[src/rtl/hexuart_if.sv]
// Event input bundle for hexuart_logger: one prefix, value and strobe per channel.
interface hexuart_if #(
    parameter int NCHAN     = 2,
    parameter int VALUEBITS = 32
);
    logic [NCHAN*8-1:0]         ch_prefix;
    logic [NCHAN*VALUEBITS-1:0] ch_value;
    logic [NCHAN-1:0]           ch_valid;

    modport master (output ch_prefix, ch_value, ch_valid);
    modport slave  (input  ch_prefix, ch_value, ch_valid);
endinterface

[src/rtl/hexuart_logger.sv]
// Multi-channel hex logger: per-channel pending slots, priority push into a FIFO,
// and an 8N1 serializer emitting "<prefix><hex digits>\n\r" per event.
module hexuart_logger #(
    parameter int CLKFREQ       = 50000000,
    parameter int BAUDRATE      = 115200,
    parameter int SAMPLECLK     = CLKFREQ / BAUDRATE,
    parameter int NCHAN         = 2,
    parameter int VALUEBITS     = 32,
    parameter int QUEUEADDRBITS = 4
) (
    input  logic                   clk,
    input  logic                   reset,
    hexuart_if.slave               ch,
    output logic                   tx,
    output logic                   busy,
    output logic [QUEUEADDRBITS:0] queue_level,
    output logic [15:0]            drop_cnt
);
    localparam int ND     = VALUEBITS / 4;
    localparam int NCHARS = ND + 3;
    localparam int EW     = 8 + VALUEBITS;
    localparam int DEPTH  = 2 ** QUEUEADDRBITS;
    localparam int CIW    = $clog2(NCHARS);
    localparam int CW     = $clog2(SAMPLECLK);
    localparam int WW     = (NCHAN > 1) ? $clog2(NCHAN) : 1;
    localparam logic [QUEUEADDRBITS:0] FULL_LVL = (QUEUEADDRBITS+1)'(DEPTH);

    typedef enum logic [2:0] {
        S_IDLE  = 3'd0,
        S_LOAD  = 3'd1,
        S_START = 3'd2,
        S_DATA  = 3'd3,
        S_STOP  = 3'd4
    } state_t;

    function automatic logic [7:0] nibble_to_ascii(input logic [3:0] n);
        return (n < 4'd10) ? (8'h30 + {4'h0, n}) : (8'h37 + {4'h0, n});
    endfunction

    logic [EW-1:0]              pend_data_r [NCHAN];
    logic [NCHAN-1:0]           pend_v_r;
    logic [EW-1:0]              mem_r [DEPTH];
    logic [QUEUEADDRBITS-1:0]   wr_ptr_r, rd_ptr_r;
    logic [QUEUEADDRBITS:0]     level_r;
    logic [15:0]                drop_r, drop_next_s;
    logic [16:0]                drop_sum_s;
    logic [3:0]                 drop_add_s;
    logic [WW-1:0]              win_s;
    logic                       win_v_s, push_s, pop_s;
    state_t                     state_r, state_s;
    logic [CW-1:0]              cnt_r;
    logic [2:0]                 bit_idx_r;
    logic [CIW-1:0]             char_idx_r;
    logic [7:0]                 char_r, char_sel_s;
    logic [3:0]                 nib_s;
    logic [EW-1:0]              frame_r;
    logic                       tx_r, tx_s, bit_done_s, last_char_s;

    assign bit_done_s  = (cnt_r == CW'(SAMPLECLK - 1));
    assign last_char_s = (char_idx_r == CIW'(NCHARS - 1));
    // A frame can also be popped straight out of the last stop bit so frames run back to back.
    assign pop_s = (level_r != '0) &&
                   ((state_r == S_IDLE) || ((state_r == S_STOP) && bit_done_s && last_char_s));

    // Lowest-index pending channel wins; a full FIFO still accepts a push when it pops.
    always_comb begin
        win_s      = '0;
        drop_add_s = 4'd0;
        for (int i = NCHAN - 1; i >= 0; i--) begin
            win_s = pend_v_r[i] ? WW'(i) : win_s;
        end
        win_v_s = |pend_v_r;
        push_s  = win_v_s && ((level_r != FULL_LVL) || pop_s);
        for (int k = 0; k < NCHAN; k++) begin
            drop_add_s = drop_add_s +
                4'(ch.ch_valid[k] && pend_v_r[k] && !(push_s && (win_s == WW'(k))));
        end
        drop_sum_s  = {1'b0, drop_r} + {13'd0, drop_add_s};
        drop_next_s = drop_sum_s[16] ? 16'hFFFF : drop_sum_s[15:0];
    end

    // Pending slots, FIFO pointers/level and the saturating drop counter.
    always_ff @(posedge clk) begin
        if (reset) begin
            pend_v_r <= '0;
            for (int k = 0; k < NCHAN; k++) pend_data_r[k] <= '0;
            wr_ptr_r <= '0;
            rd_ptr_r <= '0;
            level_r  <= '0;
            drop_r   <= 16'd0;
        end else begin
            for (int k = 0; k < NCHAN; k++) begin
                if (ch.ch_valid[k]) begin
                    pend_data_r[k] <= {ch.ch_prefix[8*k +: 8], ch.ch_value[VALUEBITS*k +: VALUEBITS]};
                    pend_v_r[k]    <= 1'b1;
                end else if (push_s && (win_s == WW'(k))) begin
                    pend_v_r[k] <= 1'b0;
                end
            end
            if (push_s) wr_ptr_r <= wr_ptr_r + QUEUEADDRBITS'(1);
            if (pop_s)  rd_ptr_r <= rd_ptr_r + QUEUEADDRBITS'(1);
            case ({push_s, pop_s})
                2'b10:   level_r <= level_r + (QUEUEADDRBITS+1)'(1);
                2'b01:   level_r <= level_r - (QUEUEADDRBITS+1)'(1);
                default: level_r <= level_r;
            endcase
            drop_r <= drop_next_s;
        end
    end

    // FIFO storage; the pushed entry is the slot content from before any same-cycle capture.
    always_ff @(posedge clk) begin
        if (push_s) mem_r[wr_ptr_r] <= pend_data_r[win_s];
    end

    // Character selection: prefix, MSB-first hex digits, LF, CR.
    always_comb begin
        nib_s = 4'd0;
        for (int i = 0; i < ND; i++) begin
            nib_s = (char_idx_r == CIW'(i + 1)) ? frame_r[4*(ND-1-i) +: 4] : nib_s;
        end
        if (char_idx_r == '0) begin
            char_sel_s = frame_r[EW-1 -: 8];
        end else if (char_idx_r == CIW'(NCHARS - 2)) begin
            char_sel_s = 8'h0A;
        end else if (char_idx_r == CIW'(NCHARS - 1)) begin
            char_sel_s = 8'h0D;
        end else begin
            char_sel_s = nibble_to_ascii(nib_s);
        end
    end

    // Serializer state register.
    always_ff @(posedge clk) begin
        if (reset) state_r <= S_IDLE;
        else       state_r <= state_s;
    end

    // Serializer next state and line level.
    always_comb begin
        state_s = state_r;
        tx_s    = 1'b1;
        case (state_r)
            S_IDLE:  state_s = pop_s ? S_LOAD : S_IDLE;
            S_LOAD:  state_s = S_START;
            S_START: begin
                tx_s    = 1'b0;
                state_s = bit_done_s ? S_DATA : S_START;
            end
            S_DATA: begin
                tx_s    = char_r[bit_idx_r];
                state_s = (bit_done_s && (bit_idx_r == 3'd7)) ? S_STOP : S_DATA;
            end
            S_STOP: begin
                if (bit_done_s) begin
                    state_s = (!last_char_s || (level_r != '0)) ? S_LOAD : S_IDLE;
                end else begin
                    state_s = S_STOP;
                end
            end
            default: state_s = S_IDLE;
        endcase
    end

    // Serializer datapath: bit timer, bit/char indices, current frame and registered tx.
    always_ff @(posedge clk) begin
        if (reset) begin
            cnt_r      <= '0;
            bit_idx_r  <= 3'd0;
            char_idx_r <= '0;
            char_r     <= 8'hFF;
            frame_r    <= '0;
            tx_r       <= 1'b1;
        end else begin
            tx_r <= tx_s;
            if (pop_s) begin
                frame_r    <= mem_r[rd_ptr_r];
                char_idx_r <= '0;
            end else if ((state_r == S_STOP) && bit_done_s && !last_char_s) begin
                char_idx_r <= char_idx_r + CIW'(1);
            end
            if (state_r == S_LOAD) char_r <= char_sel_s;
            if (state_r inside {S_START, S_DATA, S_STOP}) cnt_r <= bit_done_s ? '0 : cnt_r + CW'(1);
            else                                          cnt_r <= '0;
            if (state_r == S_START)                   bit_idx_r <= 3'd0;
            else if ((state_r == S_DATA) && bit_done_s) bit_idx_r <= bit_idx_r + 3'd1;
        end
    end

    assign tx          = tx_r;
    assign busy        = (state_r != S_IDLE) || (level_r != '0);
    assign queue_level = level_r;
    assign drop_cnt    = drop_r;
endmodule

[src/flat_wrapper.sv]
// flat-port wrapper written by rule: the top's interface ports become plain ports
module hexuart_logger_flat 
#(
    parameter int CLKFREQ       = 50000000,
    parameter int BAUDRATE      = 115200,
    parameter int SAMPLECLK     = CLKFREQ / BAUDRATE,
    parameter int NCHAN         = 2,
    parameter int VALUEBITS     = 32,
    parameter int QUEUEADDRBITS = 4
)
  (clk, reset, tx, busy, queue_level, drop_cnt, ch_ch_prefix, ch_ch_value, ch_ch_valid);
  hexuart_if #(.NCHAN(NCHAN), .VALUEBITS(VALUEBITS)) ch_i ();
  input  logic clk;
  input  logic reset;
  output logic tx;
  output logic busy;
  output logic [QUEUEADDRBITS:0] queue_level;
  output logic [15:0] drop_cnt;
  input wire logic [$bits(ch_i.ch_prefix)-1:0] ch_ch_prefix;
  input wire logic [$bits(ch_i.ch_value)-1:0] ch_ch_value;
  input wire logic [$bits(ch_i.ch_valid)-1:0] ch_ch_valid;
  assign ch_i.ch_prefix = ch_ch_prefix;
  assign ch_i.ch_value = ch_ch_value;
  assign ch_i.ch_valid = ch_ch_valid;
  hexuart_logger #(.CLKFREQ(CLKFREQ), .BAUDRATE(BAUDRATE), .SAMPLECLK(SAMPLECLK), .NCHAN(NCHAN), .VALUEBITS(VALUEBITS), .QUEUEADDRBITS(QUEUEADDRBITS)) u_core (.clk(clk), .reset(reset), .ch(ch_i), .tx(tx), .busy(busy), .queue_level(queue_level), .drop_cnt(drop_cnt));
endmodule
[config.mk]
export PLATFORM = sky130hd
export DESIGN_NAME = hexuart_logger_flat
export DESIGN_NICKNAME = d
export VERILOG_FILES = /design/src/rtl/hexuart_if.sv /design/src/rtl/hexuart_logger.sv /design/src/flat_wrapper.sv
export SDC_FILE = /design/constraint.sdc
export NUM_CORES = 1
export LEC_CHECK = 0
export BUFFER_PORTS_ARGS = -buffer_cell sky130_fd_sc_hd__buf_4
export CORE_MARGIN = 2
export CORE_UTILIZATION = 41
export CTS_CLUSTER_SIZE = 40
export DETAILED_ROUTE_END_ITERATION = 7
export GPL_TIMING_DRIVEN = 0
export SYNTH_ARGS = -nofsm -noshare
export SYNTH_HDL_FRONTEND = slang
export SYNTH_SLANG_ARGS = --single-unit
[constraint.sdc]
create_clock -name clk -period 6.7 [get_ports clk]
set_input_delay 0.335 -clock clk [delete_from_list [all_inputs] [get_ports clk]]
set_output_delay 0.335 -clock clk [all_outputs]
set_load 0.01 [all_outputs]
# --- Word level (Yosys, flattened, before mapping) ---
# Memories as Yosys holds them, arrays and structs flattened. A register that Yosys moved wholly into a read port is not among the register bits.
# Index checks and enable logic that the tools add are counted.
word_totals:
  register_bits: 59
  mem_count: 2
  out_inout_bits: 23
  rom_bits: 0
  elab_cells: 123
  input_bits: 84
  ram_bits: 720
  latchBits: 0
mem_list:
  columns: ["name", "words", "word_bits", "rd", "rd_clocked_by_memory_dff", "wr", "line", "rtl"]
  rows:
  - ["u_core.mem_r", 16, 40, 1, 1, 1, "hexuart_logger.sv:42", "logic [EW-1:0] mem_r [DEPTH];"]
  - ["u_core.pend_data_r", 2, 40, 1, 0, 2, "hexuart_logger.sv:40", "logic [EW-1:0] pend_data_r [NCHAN];"]
op_classes:
  div: 0
  n_mul: 0
  shifts: 0
  n_reduce_logical: 32
  addsub: 11
  n_lt_le_gt_ge: 2
  n_eq_ne: 19
  bitwise: 4
  mux: 41
op_table:
  columns: ["operator", "count"]
  rows:
  - ["2-to-1 mux 40 bit", 2]
  - ["2-to-1 mux 4 bit", 8]
  - ["2-to-1 mux 8 bit", 4]
  - ["2-to-1 mux 1 bit", 20]
  - ["adder 16 x 4 -> 17 bit", 1]
  - ["== test 4 x 3 -> 1 bit (second input constant)", 4]
  - ["2-to-1 mux 16 bit", 1]
  - ["one-hot mux 3 bit (5 select lines)", 1]
  - ["adder 6 x 4 -> 7 bit (first input constant)", 2]
  - ["logical AND 1 bit", 13]
  - ["adder 4 x 1 -> 4 bit (second input constant)", 3]
  - ["== test 4 bit (second input constant)", 3]
  - ["one-hot mux 5 bit (2 select lines)", 1]
  - ["adder 9 x 1 -> 9 bit (second input constant)", 1]
  - ["== test 9 bit (second input constant)", 1]
  - ["== test 4 x 2 -> 1 bit (second input constant)", 2]
  - ["== test 3 x 2 -> 1 bit (second input constant)", 2]
  - ["== test 3 bit (second input constant)", 2]
  - ["2-to-1 mux 3 bit", 2]
  - ["nonzero test 2 bit", 3]
  - ["nonzero test 3 bit", 2]
  - ["OR reduction 2 bit", 3]
  - ["adder 5 x 1 -> 5 bit (second input constant)", 1]
  - ["!= test 5 bit (second input constant)", 1]
  - ["other kinds (19)", 26]

# --- Longest topological paths before layout ---
# Gate-level depths: netlist (run 1).
depth:
  depth_word: 14
  mapped_depth: 17
  depth_no_buf: 16

# --- Worst setup path after synthesis (run 1) ---
# Ideal clock, no wire load.
synth_timing:
  path_type: "flip-flop to flip-flop"
  startpoint: "reg u_core.char_idx_r[0]"
  endpoint: "mem u_core.mem_r[0][0] in the netlist's numbering (enable)"
  t_required_ps: 6213
  path_buffers: 1
  t_arrival_ps: 4667
  period_less_slack_ps: 5154
  setup_ps: 487
  setup_slack_ps: 1546
  stages_incl_launch_ff: 10
  cell_sequence: "dfxtp_1 -> inv_1 -> ha_1 -> buf_4 -> nand3b_4 -> o31a_1 -> o311a_1 -> nor2_1 -> nand2_1 -> nor3_1"
synth_between:
  elab_chain_len: 8
synth_rtl:
  columns: ["item", "line", "rtl"]
  rows:
  - ["start: declaration", "hexuart_logger.sv:53", "logic [CIW-1:0] char_idx_r;"]
  - ["start signal: assignment", "hexuart_logger.sv:180", "char_idx_r <= char_idx_r + CIW'(1);"]
  - ["== test 4 bit", "hexuart_logger.sv:60", "assign last_char_s = (char_idx_r == CIW'(NCHARS - 1));"]
  - ["logical AND 1 bit", "hexuart_logger.sv:63", "((state_r == S_IDLE) || ((state_r == S_STOP) && bit_done_s && last_char_s));"]
  - ["logical OR 1 bit", "hexuart_logger.sv:63", null]
  - ["logical AND 1 bit", "hexuart_logger.sv:62", "assign pop_s = (level_r != '0) &&"]
  - ["logical OR 1 bit", "hexuart_logger.sv:73", "push_s = win_v_s && ((level_r != FULL_LVL) || pop_s);"]
  - ["logical AND 1 bit", "hexuart_logger.sv:73", null]
  - ["2-to-1 mux 1 bit", "hexuart_logger.sv:113", "if (push_s) mem_r[wr_ptr_r] <= pend_data_r[win_s];"]
  - ["2-to-1 mux 1 bit (not written as such)", "hexuart_logger.sv:113", null]
  - ["end: declaration", "hexuart_logger.sv:42", null]
# No other way between the ends.

# --- Worst setup path in the final report (run 1) ---
layout_timing:
  startpoint: "reg u_core.char_idx_r[0]"
  endpoint: "reg u_core.drop_r[3], in the netlist u_core.drop_cnt[3]"
layout_between:
  elab_chain_len: 12
  elab_cells_between_ends: 15
  classes_between: "2 x add/sub; 1 x eq/ne; 1 x mux; 11 x reduce/logical"
layout_rtl:
  columns: ["item", "line", "rtl"]
  rows:
  - ["== test 4 bit *", "hexuart_logger.sv:60", null]
  - ["logical AND 1 bit *", "hexuart_logger.sv:63", null]
  - ["logical OR 1 bit *", "hexuart_logger.sv:63", null]
  - ["logical AND 1 bit *", "hexuart_logger.sv:62", null]
  - ["logical OR 1 bit *", "hexuart_logger.sv:73", null]
  - ["logical AND 1 bit *", "hexuart_logger.sv:73", null]
  - ["logical AND 1 bit", "hexuart_logger.sv:76", "4'(ch.ch_valid[k] && pend_v_r[k] && !(push_s && (win_s == WW'(k))));"]
  - ["logical NOT 1 bit", "hexuart_logger.sv:76", null]
  - ["logical AND 1 bit", "hexuart_logger.sv:76", null]
  - ["adder 1 x 1 -> 2 bit *", "hexuart_logger.sv:75", "drop_add_s = drop_add_s +"]
  - ["adder 16 x 4 -> 17 bit *", "hexuart_logger.sv:78", "drop_sum_s = {1'b0, drop_r} + {13'd0, drop_add_s};"]
  - ["2-to-1 mux 16 bit *", "hexuart_logger.sv:79", "drop_next_s = drop_sum_s[16] ? 16'hFFFF : drop_sum_s[15:0];"]
  - ["end signal: assignment", "hexuart_logger.sv:107", "drop_r <= drop_next_s;"]
  - ["end: declaration", "hexuart_logger.sv:45", "logic [15:0] drop_r, drop_next_s;"]
# Mark *: on every way between the ends. The rest lies on a longest branch, timed or not.
# A chain may end at the register's enable or synchronous reset.

==> impl_results.html, run 1 <==
<table>
<tr><th>Metric</th><th>Value</th></tr>
<tr><th colspan="2">Die</th></tr>
<tr><td>Starting density of the core</td><td>roughly 42%</td></tr>
<tr><td>Area enclosed by the die boundary</td><td>0.0810 sq mm</td></tr>
<tr><td>Top Ports</td><td>107</td></tr>
<tr><td>Core ar.</td><td>0.0777 sq mm</td></tr>
<tr><td>Width of the chip</td><td>285 microns</td></tr>
<tr><td># rows</td><td>102</td></tr>
<tr><td>Floorplan die height</td><td>roughly 280 microns</td></tr>
<tr><th colspan="2">GRT</th></tr>
<tr><td>Overflow after GRT</td><td>0</td></tr>
<tr><td>Vias in the first global route</td><td>17500</td></tr>
<tr><td>Tot GR Track Use</td><td>19.4%</td></tr>
<tr><td>Pin count of the biggest net entering global routing</td><td>41</td></tr>
<tr><td>First-pass GRT wire length</td><td>114 mm</td></tr>
<tr><td>Number of antenna violations at the first check in global routing</td><td>0</td></tr>
<tr><th colspan="2">Worst hold path</th></tr>
<tr><td>Hold Path Sink</td><td>u_core.pend_data_r[1][7]</td></tr>
<tr><td>Path class of the lowest-slack min-delay path</td><td>in2reg</td></tr>
<tr><td>Worst Hold Path Cells</td><td>2</td></tr>
<tr><td>Min-delay src</td><td>ch_ch_value[39]</td></tr>
<tr><th colspan="2">Setup path</th></tr>
<tr><td>R2R Setup Slk</td><td>around 2.1 ns</td></tr>
<tr><td>Data arrival time of the critical path</td><td>5.12 ns</td></tr>
<tr><td>List of cells traversed by the critical path</td><td>inv_1, ha_1, buf_4, nand3b_4, o31a_1, o311a_1, o21ai_0, nor2_1, ha_1, ha_1, inv_1, fa_1, or3_1, or3_1, clkbuf_1, a21oi_1</td></tr>
<tr><td>End of the worst register-to-register path</td><td>u_core.drop_cnt[3]</td></tr>
<tr><td>Cell occurring most often along the worst timing path</td><td>ha_1</td></tr>
<tr><td>Slowest-stage cell, CP</td><td>fa_1</td></tr>
<tr><td>Number of cells traversed by the worst register-to-register path</td><td>16</td></tr>
<tr><td>Worst flop-to-flop path startpoint</td><td>u_core.char_idx_r[0]</td></tr>
<tr><td>Slowest stage delay, CP</td><td>0.49 ns</td></tr>
<tr><td>Startpoint type of the worst setup path</td><td>register</td></tr>
<tr><td>CP required</td><td>~7.2 ns</td></tr>
<tr><td>Critical path class</td><td>reg2reg</td></tr>
<tr><td>Category of the worst setup path capture point</td><td>register</td></tr>
<tr><td>Maximum fanout along the worst path</td><td>10</td></tr>
<tr><th colspan="2">Cells and area</th></tr>
<tr><td>Seq. cell area</td><td>approximately 0.024 sq mm</td></tr>
<tr><td>Total inserted antenna cells</td><td>0</td></tr>
<tr><td>Multi-input gate area</td><td>0.00835 sq mm</td></tr>
<tr><td>End-of-flow core utilization</td><td>about half</td></tr>
<tr><td>Final std cells w/o fill</td><td>3157</td></tr>
<tr><td>Area added between synthesis and finish</td><td>20.1%</td></tr>
<tr><td>Fill cell instance count of the final layout</td><td>6310</td></tr>
<tr><td>Final Instance Area</td><td>0.0388 sq mm</td></tr>
<tr><td>Number of nets in the final layout</td><td>about 2200</td></tr>
<tr><td>Proportion of layout cells with a drive suffix above 1</td><td>around a quarter</td></tr>
<tr><th colspan="2">Timing</th></tr>
<tr><td>Unrepaired setup endpoints after global routing</td><td>false</td></tr>
<tr><td>Fraction of the cycle the final worst path needs</td><td>roughly two thirds</td></tr>
<tr><td>Post-Route Setup TNS</td><td>0 ns</td></tr>
<tr><td>Worst hold-check slack</td><td>around 0.03 ns</td></tr>
<tr><td>Setup violators final</td><td>0</td></tr>
<tr><td>Final hold violations</td><td>0</td></tr>
<tr><td>Maximum achievable frequency</td><td>approximately 220 MHz</td></tr>
<tr><td>Clock skew after layout</td><td>0.0328 ns</td></tr>
<tr><td>Worst slew pin tran</td><td>1.39 ns</td></tr>
<tr><td>Period minus WS final</td><td>4.58 ns</td></tr>
<tr><td>Worst path setup slack after routing</td><td>2.12 ns</td></tr>
<tr><td>Slew headroom</td><td>approximately 7%</td></tr>
<tr><td>Final max-slew violation count</td><td>0</td></tr>
<tr><th colspan="2">Clocking</th></tr>
<tr><td>Source-to-sink clock delay at the later pin of the worst-skew pair</td><td>0.63 ns</td></tr>
<tr><td>TritonCTS sink count</td><td>around 800</td></tr>
<tr><td>CTS H-tree lvls</td><td>3</td></tr>
<tr><td>CTS tree</td><td>built</td></tr>
<tr><td>Total CTS buffers</td><td>87</td></tr>
<tr><td>Clock Pin Slew Worst Setup and Hold Paths</td><td>0.06 ns</td></tr>
<tr><td>Clock root buffer</td><td>clkbuf_16</td></tr>
<tr><td>Buffers from clock root to sink, at most</td><td>3</td></tr>
<tr><th colspan="2">Route</th></tr>
<tr><td>DRC violation count after routing</td><td>0</td></tr>
<tr><td>Via count of the routed design</td><td>roughly 17000</td></tr>
<tr><td>Drt initial violations</td><td>1619</td></tr>
<tr><td>DRT Wirelength</td><td>78.0 mm</td></tr>
<tr><td>Antenna Violating Nets Remaining</td><td>0</td></tr>
<tr><td>Drt first pass iters</td><td>5</td></tr>
<tr><td>Avg WL per Cell</td><td>24.7 microns</td></tr>
<tr><td>Via/cell ratio</td><td>around 5.5</td></tr>
<tr><th colspan="2">Power</th></tr>
<tr><td>Switching power of the nets</td><td>3.66 mW</td></tr>
<tr><td>Clock share of power</td><td>33.5%</td></tr>
<tr><td>Leakage power</td><td>roughly 13 nW</td></tr>
<tr><td>Total power of the final layout</td><td>13.4 mW</td></tr>
<tr><td>Power density of the placed cells</td><td>346 mW/mm^2</td></tr>
<tr><td>Peak supply drop</td><td>0.228 mV</td></tr>
<tr><td>Switching share of power</td><td>between 20 and 30%</td></tr>
<tr><td>Sequential share of power</td><td>45.5%</td></tr>
<tr><td>Fraction of power consumed by combinational cells</td><td>a little over a fifth</td></tr>
<tr><td>Cell-internal power</td><td>9.78 mW</td></tr>
<tr><th colspan="2">Yosys</th></tr>
<tr><td>Number of instances in the synthesized netlist</td><td>1723</td></tr>
<tr><td>Ys async rst share</td><td>0%</td></tr>
<tr><td>Number of synthesized register bits</td><td>819</td></tr>
<tr><td>Most numerous cell types in the synthesized netlist</td><td>720 x edfxtp_1, 202 x mux4_2, 116 x nand2_1</td></tr>
<tr><td>Sequential share of the synthesized area</td><td>73.1%</td></tr>
<tr><td>Share of the synthesized netlist area taken by xor and xnor gates</td><td>0.732%</td></tr>
<tr><td>Ranking of synthesized cells by area</td><td>edfxtp_1 67%, mux4_2 14%, dfxtp_1 6.1%</td></tr>
<tr><td>Count leader, synth</td><td>edfxtp_1</td></tr>
<tr><td>Yosys top cell area share</td><td>66.9%</td></tr>
<tr><td>Synthesized-area fraction occupied by and/or/nand/nor cells</td><td>under 10%</td></tr>
<tr><td>Net count after synthesis</td><td>1829</td></tr>
<tr><td>Count of distinct cell types in the synthesized netlist</td><td>60</td></tr>
<tr><td>Proportion of synthesized area in mux cells</td><td>15.8%</td></tr>
<tr><td>Area share of fa/ha/maj cells after synthesis</td><td>0.899%</td></tr>
<tr><td>Post-synth design cell area</td><td>0.0323 sq mm</td></tr>
<tr><td>Compound-Gate Fraction of Synth Area</td><td>2.48%</td></tr>
<tr><td>Most used flip-flop cell after synthesis</td><td>edfxtp_1</td></tr>
<tr><td>Number of enable flip-flop cells after synthesis</td><td>720</td></tr>
<tr><td>Syn Area/Cell</td><td>18.7 sq um</td></tr>
<tr><td>Cell accounting for the most synthesized area</td><td>edfxtp_1</td></tr>
<tr><td>Synth warnings</td><td>0</td></tr>
<tr><td>Combinational family with the most area after synthesis</td><td>multiplexers</td></tr>
<tr><th colspan="2">Placed design</th></tr>
<tr><td>Routability cong.</td><td>0.886</td></tr>
<tr><td>Worst setup slack after placement</td><td>2.18 ns</td></tr>
<tr><td>Placement-stage cell area</td><td>0.0353 sq mm</td></tr>
<tr><td>Cell count after placement</td><td>2917</td></tr>
<tr><td>Post-DP HPWL</td><td>roughly 50 mm</td></tr>
<tr><td>Total of buffers placed on input and output ports</td><td>105</td></tr>
<tr><th colspan="2">Outcome</th></tr>
<tr><td>Run status</td><td>completed</td></tr>
<tr><th colspan="2">Job</th></tr>
<tr><td>Max Cap Violations</td><td>0</td></tr>
</table>
cells by family (layout without fill, tap and decap cells):
kind of cell,Yosys count,count (layout)
compound gates,137,137
xor+xnor,27,27
fa+ha+maj,22,22
buf+inv,113,507
flops,819,819
mux,251,251
simple gates,354,354
power by group through the flow:
stage          Sequential [mW]  Clock, mW  Combinational (mW)
2_1_floorplan             6.17          0                1.87
3_3_place_gp              6.22          0                2.69
3_5_place_dp              6.22          0                2.80
4_1_cts                   6.11       4.58                2.85
5_1_grt                   6.14       4.78                3.04
6_report                  6.12       4.50                2.82
flip-flops by register name, summed over array words and instances, names as in the netlist:
register	flops
u_core.mem_r	640
u_core.queue_level	5
u_core.cnt_r	9
u_core.pend_data_r	80
u_core.pend_v_r	2
u_core.rd_ptr_r	4
u_core.char_r	8
u_core.char_idx_r	4
u_core.wr_ptr_r	4
u_core.frame_r	40
u_core.drop_cnt	16
u_core.tx	1
u_core.state_r	3
u_core.bit_idx_r	3
cell usage in the layout, fill, tap and decap left out, types with 16 or more instances in the layout:
cell and n:
buf_4 110, buf_6 22, mux2_2 42, and2_1 82, dlygate4sd3_1 81, buf_12 20, xnor2_1 17, dfxtp_1 99
clkbuf_1 73, nor2_1 47, buf_2 16, mux4_2 202, buf_1 20, edfxtp_1 720, clkbuf_16 88, ha_1 20
nand3_1 21, nand2_1 116, nor3_1 17, inv_1 16, a21oi_1 84, clkinv_1 24
critical path: cells and delay by family (launching register included):
kind,cells,cell delay [ns]
simple gates,4,1.12
fa+ha+maj,4,1.16
buf+inv,4,0.62
flops,1,0.35
compound gates,4,1.25
how the worst max path moves through the flow:
stage,startpoint,end,slack (ns),cells after the start
after CTS,u_core.char_idx_r[0],u_core.drop_cnt[3],2.16,16
after global placement,u_core.char_idx_r[0],u_core.mem_r[3][35],-2.98,8
after global routing,u_core.char_idx_r[0],u_core.drop_cnt[3],1.86,16
after detailed placement,u_core.char_idx_r[0],u_core.drop_cnt[3],2.18,16
after floorplan,u_core.char_idx_r[0],u_core.mem_r[0][0],1.55,9
final,u_core.char_idx_r[0],u_core.drop_cnt[3],2.12,16
routing by layer:
metal / track usage [%] / wire, microns
met5: 0 / 0
met2: 31.2 / 37500
met3: 2.79 / 4600
met4: 5.66 / 1580
met1: 27.5 / 34300
layout make-up:
class | instances | share of cell area (%)
Buffer | 97 | 1.02
Clock buffer | 108 | 6.01
Clock inverter | 50 | 0.874
Sequential cell | 819 | 60.9
Inverter | 16 | 0.155
Multi-Input combinational cell | 791 | 21.5
Timing Repair Buffer | 236 | 6.20
Tap cell | 1040 | 3.35
timing repair:
item                      4_1_cts  5_1_grt
setup buffers                   0        0
resized for setup               0        0
hold buffers                   81        0
hold endpoints to repair       81        0
Note: power is estimated with default switching activity, not from simulation.
==> inputs of run 2 (changes only) <==
clock period = 4 ns   (was 6.7 ns; I/O delays follow)
==> impl_results.html, run 2 (synthesis results as in run 1) <==
<table>
<tr><th>Metric</th><th>Value</th></tr>
<tr><th colspan="2">Outcome</th></tr>
<tr><td>Run status</td><td>completed</td></tr>
<tr><th colspan="2">Clocking</th></tr>
<tr><td>CTS tree</td><td>built</td></tr>
<tr><td>Source-to-sink clock delay at the later pin of the worst-skew pair</td><td>0.66 ns (+0.03 ns)</td></tr>
<tr><td>Clock Pin Slew Worst Setup and Hold Paths</td><td>0.06 ns (about the same)</td></tr>
<tr><td>Buffers from clock root to sink, at most</td><td>3 (unchanged)</td></tr>
<tr><td>TritonCTS sink count</td><td>819 (unchanged)</td></tr>
<tr><td>CTS H-tree lvls</td><td>3 (unchanged)</td></tr>
<tr><td>Total CTS buffers</td><td>85 (-2.3%)</td></tr>
<tr><td>Clock root buffer</td><td>clkbuf_16</td></tr>
<tr><th colspan="2">Worst hold path</th></tr>
<tr><td>Hold Path Sink</td><td>u_core.queue_level[4]</td></tr>
<tr><td>Path class of the lowest-slack min-delay path</td><td>in2reg</td></tr>
<tr><td>Worst Hold Path Cells</td><td>3 (+1)</td></tr>
<tr><td>Min-delay src</td><td>reset</td></tr>
<tr><th colspan="2">Die</th></tr>
<tr><td>Area enclosed by the die boundary</td><td>0.0810 sq mm (unchanged)</td></tr>
<tr><td>Starting density of the core</td><td>41.6% (unchanged)</td></tr>
<tr><td>Floorplan die height</td><td>285 microns (unchanged)</td></tr>
<tr><td>Core ar.</td><td>0.0777 sq mm (unchanged)</td></tr>
<tr><td>Top Ports</td><td>107 (unchanged)</td></tr>
<tr><td># rows</td><td>102 (unchanged)</td></tr>
<tr><td>Width of the chip</td><td>285 microns (unchanged)</td></tr>
<tr><th colspan="2">Timing</th></tr>
<tr><td>Final hold violations</td><td>0 (unchanged)</td></tr>
<tr><td>Worst hold-check slack</td><td>0.0822 ns (+0.0514 ns)</td></tr>
<tr><td>Setup violators final</td><td>0 (unchanged)</td></tr>
<tr><td>Worst slew pin tran</td><td>1.22 ns (-0.173 ns)</td></tr>
<tr><td>Unrepaired setup endpoints after global routing</td><td>false</td></tr>
<tr><td>Period minus WS final</td><td>3.80 ns (-0.779 ns)</td></tr>
<tr><td>Maximum achievable frequency</td><td>263 MHz (+20%)</td></tr>
<tr><td>Clock skew after layout</td><td>0.0314 ns (-0.00144 ns)</td></tr>
<tr><td>Fraction of the cycle the final worst path needs</td><td>95.1% (+27 points)</td></tr>
<tr><td>Slew headroom</td><td>18.7% (+12 points)</td></tr>
<tr><td>Final max-slew violation count</td><td>0 (unchanged)</td></tr>
<tr><th colspan="2">GRT</th></tr>
<tr><td>Number of antenna violations at the first check in global routing</td><td>0 (unchanged)</td></tr>
<tr><td>Vias in the first global route</td><td>17700 (+1.4%)</td></tr>
<tr><td>First-pass GRT wire length</td><td>115 mm (+0.83%)</td></tr>
<tr><td>Pin count of the biggest net entering global routing</td><td>41 (unchanged)</td></tr>
<tr><td>Tot GR Track Use</td><td>19.6% (+0.19 points)</td></tr>
<tr><td>Overflow after GRT</td><td>0 (unchanged)</td></tr>
<tr><th colspan="2">Power</th></tr>
<tr><td>Peak supply drop</td><td>0.384 mV (+69%)</td></tr>
<tr><td>Leakage power</td><td>12.7 nW (+0.24%)</td></tr>
<tr><td>Power density of the placed cells</td><td>583 mW/mm^2 (+68%)</td></tr>
<tr><th colspan="2">Cells and area</th></tr>
<tr><td>Most used cells in the layout excluding fill and tap cells</td><td>720 x edfxtp_1, 202 x mux4_2, 116 x nand2_1</td></tr>
<tr><td>Number of nets in the final layout</td><td>2145 (-0.42%)</td></tr>
<tr><td>End-of-flow core utilization</td><td>50.2% (+0.29 points)</td></tr>
<tr><td>Most frequent standard cell in the layout excluding fill and tap cells</td><td>edfxtp_1</td></tr>
<tr><td>Fill cell instance count of the final layout</td><td>6271 (-0.62%)</td></tr>
<tr><td>Max FFs per register</td><td>640 (unchanged)</td></tr>
<tr><td>Area added between synthesis and finish</td><td>20.8%</td></tr>
<tr><td>Register with the highest flop count</td><td>u_core.mem_r</td></tr>
<tr><td>Regs by FF count</td><td>u_core.mem_r: 640 flops, u_core.pend_data_r: 80 flops, u_core.frame_r: 40 flops</td></tr>
<tr><td>Total inserted antenna cells</td><td>0 (unchanged)</td></tr>
<tr><td>Seq. cell area</td><td>0.0236 sq mm (unchanged)</td></tr>
<tr><td>Multi-input gate area</td><td>0.00842 sq mm (+0.82%)</td></tr>
<tr><td>Proportion of layout cells with a drive suffix above 1</td><td>26.9% (+0.27 points)</td></tr>
<tr><td>Final std cells w/o fill</td><td>3147 (-0.32%)</td></tr>
<tr><th colspan="2">Route</th></tr>
<tr><td>Drt first pass iters</td><td>5 (unchanged)</td></tr>
<tr><td>Antenna Violating Nets Remaining</td><td>0 (unchanged)</td></tr>
<tr><td>Drt initial violations</td><td>1653 (+2.1%)</td></tr>
<tr><td>Avg WL per Cell</td><td>25.1 microns (+1.7%)</td></tr>
<tr><td>DRC violation count after routing</td><td>0 (unchanged)</td></tr>
<tr><td>Via count of the routed design</td><td>17300 (-0.30%)</td></tr>
<tr><td>Via/cell ratio</td><td>5.48 (about the same)</td></tr>
<tr><td>DRT Wirelength</td><td>79.0 mm (+1.4%)</td></tr>
<tr><th colspan="2">Placed design</th></tr>
<tr><td>Post-DP HPWL</td><td>49.3 mm (-1.4%)</td></tr>
<tr><td>Cell count after placement</td><td>2907 (-0.34%)</td></tr>
<tr><td>Total of buffers placed on input and output ports</td><td>105 (unchanged)</td></tr>
<tr><td>Routability cong.</td><td>0.867 (-2.1%)</td></tr>
<tr><th colspan="2">Setup path</th></tr>
<tr><td>Data arrival time of the critical path</td><td>4.38 ns (-0.74 ns)</td></tr>
<tr><td>CP required</td><td>4.57 ns (-2.67 ns)</td></tr>
<tr><td>End of the worst register-to-register path</td><td>u_core.drop_cnt[0]</td></tr>
<tr><td>Startpoint type of the worst setup path</td><td>register</td></tr>
<tr><td>Number of cells traversed by the worst register-to-register path</td><td>15 (-1)</td></tr>
<tr><td>Category of the worst setup path capture point</td><td>register</td></tr>
<tr><td>Worst flop-to-flop path startpoint</td><td>u_core.char_idx_r[0]</td></tr>
<tr><td>R2R Setup Slk</td><td>0.20 ns (-1.92 ns)</td></tr>
<tr><td>Maximum fanout along the worst path</td><td>13 (+3)</td></tr>
<tr><td>Critical path class</td><td>reg2reg</td></tr>
<tr><th colspan="2">Job</th></tr>
<tr><td>Max Cap Violations</td><td>0 (unchanged)</td></tr>
</table>
run 2: timing repair:
action,CTS,global route
pin swaps,4,1
hold buffers,81,0
gates resized for setup,7,6
setup endpoints to repair,45,35
setup buffers,4,1
hold endpoints to repair,81,0
run 2: power by group:
part,internal (mW),leakage [nW],switching (mW),total (mW)
sequential,9.98,7.50,0.261,10.2
clock,4.41,1.34,3.33,7.75
combinational,2.10,3.88,2.65,4.75
total,16.5,12.7,6.24,22.7
run 2: cell type report:
| class | instances | area share, % |
|---|---|---|
| Sequential cell | 819 | 60.5 |
| Multi-Input combinational cell | 791 | 21.6 |
| Timing Repair Buffer | 230 | 6.34 |
| Clock buffer | 101 | 5.71 |
| Tap cell | 1040 | 3.34 |
| Clock inverter | 54 | 1.35 |
| Buffer | 96 | 1.00 |
| Inverter | 16 | 0.154 |
run 2: how the worst max path moves through the flow:
stage | from | depth (start not counted) | endpoint | slack, ns
5_1_grt | u_core.char_idx_r[0] | 17 | u_core.drop_cnt[14] | 0.003
3_3_place_gp | u_core.char_idx_r[0] | 8 | u_core.mem_r[7][36] | -3.01
6_report | u_core.char_idx_r[0] | 15 | u_core.drop_cnt[0] | 0.20
2_1_floorplan | u_core.char_idx_r[0] | 9 | u_core.mem_r[12][0] | -0.08
4_1_cts | u_core.char_idx_r[0] | 16 | u_core.drop_cnt[10] | 0.002
3_5_place_dp | u_core.char_idx_r[0] | 16 | u_core.drop_cnt[10] | -0.49
run 2: critical path, stage by stage, from the launching register on:
cell	delay, ns
dfxtp_1	0.35
inv_2	0.10
ha_1	0.14
buf_4	0.16
nand3b_4	0.13
o31a_1	0.33
o311a_4	0.36
o21ai_2	0.14
nor2_1	0.08
ha_1	0.28
ha_1	0.17
inv_1	0.07
fa_2	0.36
or3_4	0.41
or3_4	0.46
a21oi_1	0.16
run 2: metal layers:
metal  GRT usage (%)  share of wire (%)  vias up
li1                -                  -     7490
met1            27.3                 43     9109
met2            32.1                 49      555
met3            2.69                6.0       96
met4            5.86                2.2        0
met5               0                  0        -
run 2: through the flow:
stage / area, sq um / setup slack (ns) / power [mW] / TNS, ns
6_report: 39000 / 0.198 / 22.7 / 0
5_1_grt: 39000 / 0.00294 / 23.6 / 0
4_1_cts: 39000 / 0.00185 / 22.9 / 0
3_5_place_dp: 35400 / -0.492 / 15.1 / -8.84
3_3_place_gp: 34400 / -3.01 / 14.9 / -1711.65
2_1_floorplan: 32300 / -0.0835 / 13.5 / -33.03
==> inputs of run 3 (changes only) <==
CORE_UTILIZATION = 47   (was 41)
PLACE_DENSITY = 0.66   (was default)
==> impl_results.html, run 3 (synthesis results as in run 1) <==
<table>
<tr><th>Metric</th><th>Value</th></tr>
<tr><th colspan="2">Worst hold path</th></tr>
<tr><td>Path class of the lowest-slack min-delay path</td><td>in2reg</td></tr>
<tr><th colspan="2">Power</th></tr>
<tr><td>Sequential share of power</td><td>45.3% (+0.3 points)</td></tr>
<tr><td>Switching power of the nets</td><td>6.12 mW (-1.9%)</td></tr>
<tr><td>Peak supply drop</td><td>0.304 mV (-21%)</td></tr>
<tr><td>Leakage power</td><td>12.7 nW (-0.38%)</td></tr>
<tr><td>Cell-internal power</td><td>16.5 mW (about the same)</td></tr>
<tr><td>Fraction of power consumed by combinational cells</td><td>20.9% (about the same)</td></tr>
<tr><td>Power density of the placed cells</td><td>584 mW/mm^2 (+0.26%)</td></tr>
<tr><td>Clock share of power</td><td>33.8% (-0.3 points)</td></tr>
<tr><td>Switching share of power</td><td>27.1% (-0.38 points)</td></tr>
<tr><th colspan="2">Clocking</th></tr>
<tr><td>Source-to-sink clock delay at the later pin of the worst-skew pair</td><td>0.65 ns (about the same)</td></tr>
<tr><td>TritonCTS sink count</td><td>819 (unchanged)</td></tr>
<tr><td>Buffers from clock root to sink, at most</td><td>3 (unchanged)</td></tr>
<tr><td>Clock root buffer</td><td>clkbuf_16</td></tr>
<tr><td>Clock Pin Slew Worst Setup and Hold Paths</td><td>0.06 ns (about the same)</td></tr>
<tr><td>CTS tree</td><td>built</td></tr>
<tr><td>Total CTS buffers</td><td>83 (-2.4%)</td></tr>
<tr><td>CTS H-tree lvls</td><td>3 (unchanged)</td></tr>
<tr><th colspan="2">Timing</th></tr>
<tr><td>Setup violators final</td><td>0 (unchanged)</td></tr>
<tr><td>Worst hold-check slack</td><td>0.0870 ns (+0.00476 ns)</td></tr>
<tr><td>Worst slew pin tran</td><td>1.23 ns (+0.0126 ns)</td></tr>
<tr><td>Post-Route Setup TNS</td><td>0 ns (unchanged)</td></tr>
<tr><td>Clock skew after layout</td><td>0.0206 ns (-0.0107 ns)</td></tr>
<tr><td>Fraction of the cycle the final worst path needs</td><td>95.9% (+0.87 points)</td></tr>
<tr><td>Slew headroom</td><td>17.9% (-0.84 points)</td></tr>
<tr><td>Final max-slew violation count</td><td>0 (unchanged)</td></tr>
<tr><td>Period minus WS final</td><td>3.84 ns (+0.0348 ns)</td></tr>
<tr><td>Maximum achievable frequency</td><td>261 MHz (-0.91%)</td></tr>
<tr><td>Final hold violations</td><td>0 (unchanged)</td></tr>
<tr><th colspan="2">Setup path</th></tr>
<tr><td>Startpoint type of the worst setup path</td><td>register</td></tr>
<tr><td>Slowest-stage cell, CP</td><td>o311a_4</td></tr>
<tr><td>Bufs and invs on worst path</td><td>4 (+1)</td></tr>
<tr><td>Maximum fanout along the worst path</td><td>10 (-3)</td></tr>
<tr><td>Critical path class</td><td>reg2reg</td></tr>
<tr><td>Cell occurring most often along the worst timing path</td><td>ha_1</td></tr>
<tr><td>CP required</td><td>4.58 ns (about the same)</td></tr>
<tr><td>Category of the worst setup path capture point</td><td>register</td></tr>
<tr><td>Top cell family by delay on the critical path</td><td>compound AO/OA/AOI/OAI gates</td></tr>
<tr><td>Slowest stage delay, CP</td><td>0.43 ns (-0.03 ns)</td></tr>
<tr><td>Data arrival time of the critical path</td><td>4.41 ns (+0.03 ns)</td></tr>
<tr><td>List of cells traversed by the critical path</td><td>inv_2, ha_1, buf_6, nand3b_4, o31a_1, o311a_4, o21ai_4, nor2_1, ha_1, ha_1, inv_1, fa_2, or3_4, or3_4, buf_6, a21oi_1</td></tr>
<tr><th colspan="2">Cells and area</th></tr>
<tr><td>Area added between synthesis and finish</td><td>19.8%</td></tr>
<tr><td>Max FFs per register</td><td>640 (unchanged)</td></tr>
<tr><td>Number of nets in the final layout</td><td>2143 (-0.093%)</td></tr>
<tr><td>Multi-input gate area</td><td>0.00842 sq mm (about the same)</td></tr>
<tr><td>Most used cells in the layout excluding fill and tap cells</td><td>720 x edfxtp_1, 202 x mux4_2, 116 x nand2_1</td></tr>
<tr><td>Fill cell instance count of the final layout</td><td>5020 (-20%)</td></tr>
<tr><td>End-of-flow core utilization</td><td>56.6% (+6.4 points)</td></tr>
<tr><td>Seq. cell area</td><td>0.0236 sq mm (about the same)</td></tr>
<tr><td>Proportion of layout cells with a drive suffix above 1</td><td>26.9% (-0.057 points)</td></tr>
<tr><td>Total inserted antenna cells</td><td>0 (unchanged)</td></tr>
<tr><td>Regs by FF count</td><td>u_core.mem_r: 640 flops, u_core.pend_data_r: 80 flops, u_core.frame_r: 40 flops</td></tr>
<tr><td>Register with the highest flop count</td><td>u_core.mem_r</td></tr>
<tr><td>Most frequent standard cell in the layout excluding fill and tap cells</td><td>edfxtp_1</td></tr>
<tr><th colspan="2">Outcome</th></tr>
<tr><td>Run status</td><td>completed</td></tr>
<tr><th colspan="2">GRT</th></tr>
<tr><td>Overflow after GRT</td><td>0 (unchanged)</td></tr>
<tr><td>First-pass GRT wire length</td><td>111 mm (-3.5%)</td></tr>
<tr><td>Number of antenna violations at the first check in global routing</td><td>1 (+1)</td></tr>
<tr><td>Vias in the first global route</td><td>17500 (-0.99%)</td></tr>
<tr><td>Tot GR Track Use</td><td>21.7% (+2.1 points)</td></tr>
<tr><td>Pin count of the biggest net entering global routing</td><td>41 (unchanged)</td></tr>
<tr><th colspan="2">Placed design</th></tr>
<tr><td>Post-DP HPWL</td><td>47.0 mm (-4.6%)</td></tr>
<tr><td>Total of buffers placed on input and output ports</td><td>105 (unchanged)</td></tr>
<tr><td>Routability cong.</td><td>0.895 (+3.2%)</td></tr>
<tr><th colspan="2">Die</th></tr>
<tr><td>Top Ports</td><td>107 (unchanged)</td></tr>
<tr><td># rows</td><td>96 (-5.9%)</td></tr>
<tr><td>Floorplan die height</td><td>266 microns (-6.5%)</td></tr>
<tr><td>Area enclosed by the die boundary</td><td>0.0708 sq mm (-13%)</td></tr>
<tr><td>Width of the chip</td><td>266 microns (-6.5%)</td></tr>
<tr><td>Starting density of the core</td><td>47.3% (+5.7 points)</td></tr>
<tr><td>Core ar.</td><td>0.0683 sq mm (-12%)</td></tr>
<tr><th colspan="2">Route</th></tr>
<tr><td>Via/cell ratio</td><td>5.77 (+5.3%)</td></tr>
<tr><td>Via count of the routed design</td><td>17200 (-0.046%)</td></tr>
<tr><td>DRT Wirelength</td><td>75.6 mm (-4.4%)</td></tr>
<tr><td>Drt initial violations</td><td>1855 (+12%)</td></tr>
<tr><td>Antenna Violating Nets Remaining</td><td>0 (unchanged)</td></tr>
<tr><td>DRC violation count after routing</td><td>0 (unchanged)</td></tr>
<tr><td>Drt first pass iters</td><td>6 (+1)</td></tr>
<tr><td>Avg WL per Cell</td><td>25.3 microns (+0.80%)</td></tr>
<tr><th colspan="2">Job</th></tr>
<tr><td>Max Cap Violations</td><td>0 (unchanged)</td></tr>
</table>
[run 3: cell count changes in the layout (fill, tap and decap cells not counted), sizes merged]
cell,previous run,this run
clkinv,42,34
bufinv,6,8
clkbuf,159,161
inv,19,20
[run 3: power groups by stage]
stage,logic (mW),clock network (mW),registers (mW)
after floorplan,3.14,0,10.3
after global placement,4.43,0,10.4
after detailed placement,4.65,0,10.4
after CTS,4.74,7.77,10.2
after global routing,5.08,8.10,10.3
final,4.72,7.65,10.2
[run 3: timing repair]
| action | in CTS | in global routing |
|---|---|---|
| hold buffers | 81 | 0 |
| resized for setup | 7 | 9 |
| endpoints found under the hold margin | 81 | 0 |
| buffers inserted | 4 | 7 |
| pin swaps | 4 | 5 |
| setup endpoints to repair | 61 | 76 |
[run 3: worst register-to-register path, stage by stage, from the launching register on]
cell and delay [ns]:
dfxtp_2 0.34, inv_2 0.08, ha_1 0.17, buf_6 0.14, nand3b_4 0.12, o31a_1 0.37, o311a_4 0.43, o21ai_4 0.14
nor2_1 0.06, ha_1 0.28, ha_1 0.15, inv_1 0.06, fa_2 0.36, or3_4 0.41, or3_4 0.37, buf_6 0.16
a21oi_1 0.12
[run 3: metrics by stage]
stage | setup slack (ns) | total power [mW] | cells | area (sq um)
2_1_floorplan | -0.0835 | 13.5 | 1723 | 32300
3_3_place_gp | -2.88 | 14.8 | 2710 | 34200
3_5_place_dp | -0.512 | 15.1 | 2741 | 35000
4_1_cts | 0.0304 | 22.8 | 2978 | 38600
5_1_grt | -0.0117 | 23.5 | 2986 | 38700
6_report | 0.163 | 22.6 | 2986 | 38700
[run 3: worst paths after layout]
check	end	slack (ns)	start	cells past startpoint
worst max-delay path	u_core.drop_cnt[8]	0.16	u_core.char_idx_r[0]	16
worst min-delay path	u_core.queue_level[4]	0.09	reset	3
worst max register to register	u_core.drop_cnt[8]	0.16	u_core.char_idx_r[0]	16
worst min register to register	u_core.frame_r[30]	0.46	u_core.frame_r[30]	2
[run 3: routing by layer]
metal / global-route usage [%] / share of wire, % / routed length (microns)
met3: 3.32 / 7.0 / 5250
met1: 30.7 / 42 / 32000
met4: 7.26 / 2.5 / 1920
met5: 0 / 0 / 0
met2: 34.8 / 48 / 36400
[run 3: final cells by class]
class | instances | share of cell area, %
Clock buffer | 103 | 5.60
Multi-Input combinational cell | 791 | 21.8
Inverter | 16 | 0.155
Clock inverter | 49 | 1.33
Sequential cell | 819 | 61.0
Buffer | 97 | 1.05
Tap cell | 882 | 2.85
Timing Repair Buffer | 229 | 6.23
